--- src/rtl/dmem_pkg.sv ---
// Shared types and constants for the data-memory responder and its word array.
package dmem_pkg;

    localparam int OFFSET_W   = 3;
    localparam int DATA_W_DEF = 64;
    localparam int ADDR_W_DEF = 9;
    localparam int IDX_W_DEF  = ADDR_W_DEF - OFFSET_W;

    typedef enum logic [1:0] {
        IDLE = 2'd0,
        WAIT = 2'd1,
        RESP = 2'd2
    } state_e;

    typedef enum logic {
        OP_LOAD  = 1'b0,
        OP_STORE = 1'b1
    } op_e;

    // Request captured at the accept edge; fields sized for the default geometry.
    typedef struct packed {
        op_e                   op;
        logic [IDX_W_DEF-1:0]  idx;
        logic [DATA_W_DEF-1:0] data;
    } req_t;

endpackage

--- src/rtl/dmem_array.sv ---
// Single-port word array: synchronous write, combinational read, no reset.
module dmem_array #(
    parameter int DATA_W = 64,
    parameter int DEPTH  = 64,
    parameter int IDX_W  = $clog2(DEPTH)
) (
    input  logic              clk,
    input  logic              we,
    input  logic [IDX_W-1:0]  idx,
    input  logic [DATA_W-1:0] wdata,
    output logic [DATA_W-1:0] rdata
);

    logic [DATA_W-1:0] mem [DEPTH];

    always_ff @(posedge clk) begin
        if (we) begin
            mem[idx] <= wdata;
        end
    end

    assign rdata = mem[idx];

endmodule

--- src/rtl/dmem_responder.sv ---
// Memory-side end of the load/store interface: one request at a time,
// fixed access latency, response returned over its own valid/ready handshake.
module dmem_responder
    import dmem_pkg::*;
#(
    parameter int DATA_W  = DATA_W_DEF,
    parameter int ADDR_W  = ADDR_W_DEF,
    parameter int LATENCY = 2
) (
    input  logic              clk,
    input  logic              reset,
    input  logic              req_valid,
    output logic              req_ready,
    input  logic              MemRead,
    input  logic              MemWrite,
    input  logic [ADDR_W-1:0] addr,
    input  logic [DATA_W-1:0] wr_data,
    output logic              resp_valid,
    input  logic              resp_ready,
    output logic [DATA_W-1:0] rd_data,
    output logic              resp_err
);

    localparam int IDX_W = ADDR_W - OFFSET_W;
    localparam int DEPTH = 2 ** IDX_W;
    localparam int CNT_W = $clog2(LATENCY + 1);

    state_e            state_q, state_d;
    logic [CNT_W-1:0]  cnt_q, cnt_d;
    req_t              req_q, req_d;
    logic              resp_valid_q, resp_valid_d;
    logic [DATA_W-1:0] rd_data_q, rd_data_d;
    logic              resp_err_q, resp_err_d;

    logic              legal;
    logic              arr_we;
    logic [DATA_W-1:0] arr_rdata;

    assign legal = (MemRead ^ MemWrite) && (addr[OFFSET_W-1:0] == '0);

    always_comb begin
        state_d      = state_q;
        cnt_d        = cnt_q;
        req_d        = req_q;
        resp_valid_d = resp_valid_q;
        rd_data_d    = rd_data_q;
        resp_err_d   = resp_err_q;
        arr_we       = 1'b0;
        req_ready    = 1'b0;

        unique case (state_q)
            IDLE: begin
                req_ready = 1'b1;
                if (req_valid) begin
                    if (legal) begin
                        req_d.op   = MemWrite ? OP_STORE : OP_LOAD;
                        req_d.idx  = addr[ADDR_W-1:OFFSET_W];
                        req_d.data = wr_data;
                        cnt_d      = CNT_W'(LATENCY - 1);
                        state_d    = WAIT;
                    end else begin
                        // Illegal requests never touch the array and answer immediately.
                        rd_data_d    = '0;
                        resp_err_d   = 1'b1;
                        resp_valid_d = 1'b1;
                        state_d      = RESP;
                    end
                end
            end
            WAIT: begin
                if (cnt_q != '0) begin
                    cnt_d = cnt_q - CNT_W'(1);
                end else begin
                    if (req_q.op == OP_STORE) begin
                        arr_we    = 1'b1;
                        rd_data_d = '0;
                    end else begin
                        rd_data_d = arr_rdata;
                    end
                    resp_err_d   = 1'b0;
                    resp_valid_d = 1'b1;
                    state_d      = RESP;
                end
            end
            RESP: begin
                if (resp_valid_q && resp_ready) begin
                    resp_valid_d = 1'b0;
                    state_d      = IDLE;
                end
            end
            default: state_d = IDLE;
        endcase
    end

    always_ff @(posedge clk or posedge reset) begin
        if (reset) begin
            state_q      <= IDLE;
            cnt_q        <= '0;
            req_q        <= '0;
            resp_valid_q <= 1'b0;
            rd_data_q    <= '0;
            resp_err_q   <= 1'b0;
        end else begin
            state_q      <= state_d;
            cnt_q        <= cnt_d;
            req_q        <= req_d;
            resp_valid_q <= resp_valid_d;
            rd_data_q    <= rd_data_d;
            resp_err_q   <= resp_err_d;
        end
    end

    assign resp_valid = resp_valid_q;
    assign rd_data    = rd_data_q;
    assign resp_err   = resp_err_q;

    dmem_array #(
        .DATA_W (DATA_W),
        .DEPTH  (DEPTH),
        .IDX_W  (IDX_W)
    ) u_array (
        .clk   (clk),
        .we    (arr_we),
        .idx   (req_q.idx),
        .wdata (req_q.data),
        .rdata (arr_rdata)
    );

endmodule

--- config.mk ---
export PLATFORM = sky130hd
export DESIGN_NAME = dmem_responder
export DESIGN_NICKNAME = d
export VERILOG_FILES = /design/src/rtl/dmem_pkg.sv /design/src/rtl/dmem_array.sv /design/src/rtl/dmem_responder.sv
export SDC_FILE = /design/constraint.sdc
export NUM_CORES = 2
export LEC_CHECK = 0
export CAP_MARGIN = 40
export CORE_MARGIN = 8
export CORE_UTILIZATION = 40
export CTS_CLUSTER_SIZE = 14
export DETAILED_ROUTE_END_ITERATION = 10
export PLACE_DENSITY = 0.53
export SYNTH_ARGS = -nofsm -noshare
export SYNTH_HDL_FRONTEND = slang
export SYNTH_SLANG_ARGS = --single-unit
--- constraint.sdc ---
create_clock -name clk -period 6 [get_ports clk]
set_clock_uncertainty 0.2 [all_clocks]
set_input_delay 1.2 -clock clk [delete_from_list [all_inputs] [get_ports clk]]
set_output_delay 1.2 -clock clk [all_outputs]
set_load 0.02 [all_outputs]
* After elaboration in Yosys (flattened, before gate mapping)
Memory sizes are Yosys's and may differ from the RTL's.
Index checks and enable logic that the tools add are counted.
** Word-level totals
- Register bits after elaboration :: 141
- RAM bits :: 4096
- Bits of input ports :: 79
- Output and inout bits :: 67
- Word-level logic and storage cells :: 59
- Memories kept :: 1
** Cells by class
- Add/subtract/negate cells :: 1
- Eq/ne operators :: 8
- Muxes and demuxes :: 28
- Bitwise operators :: 1
- Reductions and logical operators :: 12
** Memory list
- u_array.mem :: words 64, bits a word 64, read ports 1, clocked after memory_dff 0, wr ports 1, line dmem_array.sv:14 : logic [DATA_W-1:0] mem [DEPTH];
** Operators by type and width (count)
- 2-to-1 mux 64 bit :: 4
- one-hot mux 64 bit (2 select lines) :: 1
- 2-to-1 mux 2 bit :: 7
- 2-to-1 mux 1 bit :: 12
- inequality test 2 bit (second input constant) :: 6
- AND reduction 4 bit :: 2
- one-hot mux 2 bit (3 select lines) :: 1
- AND reduction 3 bit :: 2
- AND reduction 5 bit :: 1
- one-hot mux 2 bit (2 select lines) :: 1
- nonzero test 2 bit :: 2
- zero test 3 bit :: 1
- one-hot mux 1 bit (3 select lines) :: 1
- nonzero test 3 bit :: 1
- == test 2 x 1 -> 1 bit (second input constant) :: 1
- == test 2 bit (second input constant) :: 1
- logical AND 1 bit :: 2
- zero test 2 bit :: 1
- one-hot mux 1 bit (2 select lines) :: 1
- subtractor 2 x 1 -> 2 bit (second input constant) :: 1
- bitwise XOR 1 bit :: 1

* Logic depth before layout (Yosys ltp)
- Depth after elaboration :: 5
- Depth in mapped cells :: 12
- Gate-level depth less buffers :: 8

* By module
Synthesis repeated with hierarchy kept, for this count alone.
** Unflattened totals
- Cell total of the unflattened synthesis :: 9029
- Area, all modules :: 160042.2 µm²
** Modules (own cells, without submodules)
- dmem_array :: instances 1, cells each 8555, area each 154171.6 µm², sequential area each 122998.0 µm²
- dmem_responder :: instances 1, cells each 474, area each 5870.6 µm², sequential area each 3528.4 µm²

* Worst setup path after synthesis
No wires, ideal clock.
- Path type :: flip-flop to flip-flop
- From :: reg req_q[65] (netlist name)
- To :: mem u_array.mem[17][0], enable pin
- Library setup time :: 0.487 ns
- Arrival :: 4.524 ns
- Data required time :: 5.313 ns
- Slack :: 0.789 ns
- Stages on the path, launching flop included :: 9
- Buffers on the path :: 5
- Clock period less this slack :: 5.211 ns
- Cells stage by stage :: dfrtp_1 -> buf_6 -> buf_4 -> nor2_1 -> buf_2 -> buf_2 -> buf_1 -> nand3_1 -> nor2_1
** RTL lines
- from (decl) :: line dmem_responder.sv:30 : req_t req_q, req_d;
- from (signal assigned) :: line dmem_responder.sv:106 : req_q <= req_d;
- to (decl) :: line dmem_array.sv:14
Straight into the memory's write port.

* Final worst setup path
- From :: reg req_q[66] (netlist name)
- To :: reg rd_data_q[9] (netlist: rd_data[9])
** On the way
- Longest elaborated chain between the ends :: 4
** RTL lines
- memory (64 x 64 bit)
- 2-to-1 mux 64 bit :: line dmem_responder.sv:74 : if (req_q.op == OP_STORE) begin
- 2-to-1 mux 64 bit :: line dmem_responder.sv:71 : if (cnt_q != '0) begin
- one-hot mux 64 bit (2 select lines) :: line dmem_responder.sv:51 : unique case (state_q)
- to (signal assigned) :: line dmem_responder.sv:108 : rd_data_q <= rd_data_d;
- to (decl) :: line dmem_responder.sv:32 : logic [DATA_W-1:0] rd_data_q, rd_data_d;
No other way between the ends. The select of a mux whose other input is x is not followed.
A chain may end at the register's enable or synchronous reset.

==> impl_metrics.py <==
metrics = {
    "status": {
        "status": "finished clean",
    },
    "final_layout": {
        "final_area_sq_um": 189000,
        "nets": 9167,
        "num-fill-cells": 34000,
        "syn_to_final_growth_pct": 16.0,
        "multi_input_area_sq_um": 33900,
        "regArea_sq_um": 127000,
        "fin_cells": 14900,
        "drive_gt1_share_pct": 21.2,
    },
    "clock_tree": {
        "cts_buffers": 435,
        "clkLatencyLatePin_ns": 1.00,
        "cts_resized": 0,
        "cts_tree": "yes",
        "htreeDepth": 5,
        "clock-root-buffer": "clkbuf_16",
        "cts.sinks": 4237,
        "path_clk_slew_ns": 0.06,
        "clk_path_buf_depth": 4,
        "postCtsHoldBufs": 0,
        "cts_setup_buffers": 0,
    },
    "setup_path": {
        "ff2ff_setup_slack_ns": 1.67,
        "required_ns": 6.64,
        "path_class": "reg -> reg",
        "rr_endpoint": "rd_data[9]$_DFFE_PP0P_",
        "worstPathArrival_ns": 4.97,
        "worstPathMaxFanout": 95,
        "startpoint": "req_q[66]$_DFFE_PP0P_",
        "rr_worst_depth": 8,
        "startpoint_type": "flip-flop",
        "worstReg2RegStart": "req_q[66]$_DFFE_PP0P_",
        "end_kind": "flip-flop",
        "endpoint": "rd_data[9]$_DFFE_PP0P_",
    },
    "power_and_ir_drop": {
        "p_per_area_nw_per_um2": 474,
        "p_switching_mw": 29.9,
        "leakagePower_nw": 59.4,
        "clkPwrFrac_pct": 30.5,
        "p_comb_share_pct": 28.3,
        "ir_drop_mv": 0.725,
        "finalPower_mw": 89.5,
        "switching_share_pct": 33.4,
        "internal-power_mw": 59.6,
        "seqPwrFrac_pct": 41.3,
    },
    "die": {
        "die_w_um": 654,
        "num_rows": 234,
        "ios": 146,
        "die-area_sq_um": 427000,
        "core_area_sq_um": 406000,
        "dieHeight_um": 654,
        "start_util_pct": 40.1,
    },
    "sta": {
        "postLayoutSetupSlackWorst_ns": 1.67,
        "setup_viol": 0,
        "finalCritPeriodShare_pct": 72.2,
        "fin_crit_ns": 4.33,
        "final.setup.tns_ns": 0,
        "fmax_mhz": 231,
        "rsz0062_at_grt": "false",
        "max_slew_margin_pct": 30.8,
        "slew_viol_final": 0,
        "hold_viol_final": 0,
        "tightest_slew_ns": 1.04,
    },
    "logic_synthesis": {
        "synth_top_family_by_area": "compound AO/OA/AOI/OAI gates",
        "synth_area_leader_cell": "edfxtp_1",
        "synthSimpleGateAreaFrac_pct": 1.87,
        "ys_types": 78,
        "ys_top_cells_by_area": "edfxtp_1, mux2_2, mux4_2",
        "postSynthAreaPerCell_sq_um": 18.7,
        "synth_xor_area_share_pct": 0.00538,
        "yosysSeqAreaShare_pct": 77.8,
        "syn-num-nets": 8776,
        "synth-compound-area-share_pct": 9.32,
        "synth_adder_area_share_pct": 0.00769,
        "yosys_warnings": 0,
        "netlist_area_sq_um": 163000,
        "yosysTopAreaCellShare_pct": 75.6,
        "ys.flop_type": "edfxtp_1",
        "syn_inst": 8696,
        "synth_edf_count": 4096,
        "synth.area.mux_share_pct": 9.17,
        "ys_ff_latch": 4237,
        "synthArstFlopShare_pct": 3.33,
    },
    "detailed_routing": {
        "drt_iter0_drc": 15800,
        "final_antenna_net_count": 0,
        "wl_per_cell_um": 41.7,
        "totalWireLength_mm": 621,
        "drtPass1Iterations": 6,
        "viasPerCell": 6.53,
        "vias": 97400,
        "drc": 0,
    },
    "grt": {
        "grt_max_degree": 139,
        "antenna_found_initial": 36,
        "grt_usage_pct": 28.1,
        "grt_pass1_vias": 92100,
        "grt_pass1_wl_mm": 825,
        "gr-total-overflow": 0,
    },
    "place": {
        "port_buffers": 145,
        "place_area_sq_um": 174000,
        "hpwl_mm": 335,
        "gp_congestion": 0.810,
        "dp.cells": 14100,
        "detailedPlace.worstSlack_ns": 1.84,
    },
    "hold_path": {
        "hold_path.class": "reg -> reg",
    },
    "flow_run": {
        "maxCapViolCount": 0,
    },
}
-- metal layers --
| layer | routed length, um | global-route usage (%) | up-vias |
|---|---|---|---|
| li1 | - | - | 37100 |
| met2 | 281000 | 43.5 | 6947 |
| met4 | 31800 | 11.9 | 16 |
| met3 | 66800 | 5.49 | 1275 |
| met1 | 241000 | 38.7 | 52000 |
| met5 | 106 | 0 | - |
-- worst max-delay path, stage by stage, from the launching register on --
cell and delay, ns:
dfrtp_4 0.77, buf_12 0.39, buf_4 0.80, mux2_2 0.42, a221oi_1 0.30, o22ai_1 0.17, a22o_1 0.24, a211oi_1 0.34
o211ai_1 0.13
-- power groups by stage --
| stage | registers [mW] | logic, mW | clock network (mW) |
|---|---|---|---|
| final | 36.9 | 25.3 | 27.3 |
| after global routing | 36.9 | 26.1 | 28.5 |
| after CTS | 36.9 | 25.0 | 27.5 |
| after detailed placement | 37.5 | 24.9 | 0 |
| after global placement | 38.4 | 23.2 | 0 |
| after floorplan | 38.7 | 12.7 | 0 |
-- flip-flops by register name (all words and copies together) (netlist names) --
| signal | count |
|---|---|
| cnt_q | 2 |
| u_array.mem | 4096 |
| resp_err | 1 |
| state_q | 2 |
| req_q | 71 |
| rd_data | 64 |
| resp_valid | 1 |
-- stage by stage --
step                utilization (%)  hold slack [ns]
finish                         46.5            0.311
global route                   46.5            0.332
detailed placement             43.0            0.300
global placement               42.6            0.291
floorplan                         -            0.282
CTS                            46.5            0.314
-- worst min path at each step --
stage / slack [ns] / depth (start not counted) / startpoint / end
after floorplan: 0.28 / 1 / cnt_q[0]$_DFFE_PP0P_ / cnt_q[0]$_DFFE_PP0P_
after global placement: 0.29 / 1 / cnt_q[0]$_DFFE_PP0P_ / cnt_q[0]$_DFFE_PP0P_
after detailed placement: 0.30 / 1 / cnt_q[0]$_DFFE_PP0P_ / cnt_q[0]$_DFFE_PP0P_
after CTS: 0.31 / 2 / reset / req_q[20]$_DFFE_PP0P_
after global routing: 0.33 / 1 / req_q[1]$_DFFE_PP0P_ / req_q[1]$_DFFE_PP0P_
final: 0.31 / 1 / cnt_q[0]$_DFFE_PP0P_ / cnt_q[0]$_DFFE_PP0P_
-- cell usage in the layout, fill, tap and decap left out, drive strengths merged, types with 25 or more instances in the layout --
cell	count
edfxtp	4096
bufinv	38
o22ai	180
a221o	138
a211oi	25
mux4	225
a221oi	393
nand3	27
a21oi	229
clkinv	172
mux2	508
a22o	124
nand2	212
a222oi	34
dfrtp	141
clkbuf	582
o21ai	257
nor2	199
a22oi	373
o22a	27
o2bb2ai	56
buf	439
mux2i	412
a31oi	54
clkdlybuf4s50	145
-- layout make-up --
type / count / share of cell area (%)
flip-flops and latches: 4237 / 67.1
multi-input cells: 3817 / 17.9
clock buffers: 582 / 6.30
repair buffers: 586 / 3.77
well taps: 5428 / 3.60
clock inverters: 233 / 1.25
inverters: 10 / 0.0318
diodes: 19 / 0.0252
-- cell families after synthesis --
kind of cell,count (synthesis)
simple gates,632
flops,4237
fa+ha+maj,1
mux,1145
compound gates,2038
xor+xnor,1
buf+inv,642
-- Yosys cell counts, types with 15 or more instances --
| cell | n |
|---|---|
| o21ai_0 | 251 |
| a221oi_1 | 393 |
| and2_1 | 18 |
| a211oi_1 | 25 |
| a21oi_1 | 229 |
| clkbuf_1 | 258 |
| mux4_2 | 225 |
| a222oi_1 | 34 |
| and3_1 | 17 |
| o22ai_1 | 180 |
| nand3b_1 | 17 |
| nor2b_1 | 19 |
| a22o_1 | 124 |
| nor2_1 | 199 |
| o221ai_1 | 15 |
| dfrtp_1 | 141 |
| a221o_1 | 138 |
| nand2_1 | 211 |
| mux2i_1 | 412 |
| a31oi_1 | 54 |
| buf_2 | 241 |
| mux2_2 | 501 |
| o22a_1 | 27 |
| o2bb2ai_1 | 56 |
| a22oi_1 | 373 |
| nand3_1 | 27 |
| edfxtp_1 | 4096 |
| nor3_1 | 18 |
| buf_1 | 64 |
| buf_4 | 55 |
| o211ai_1 | 18 |
| nand2b_1 | 21 |
| a32o_1 | 15 |
Note: power is estimated with default switching activity, not from simulation.
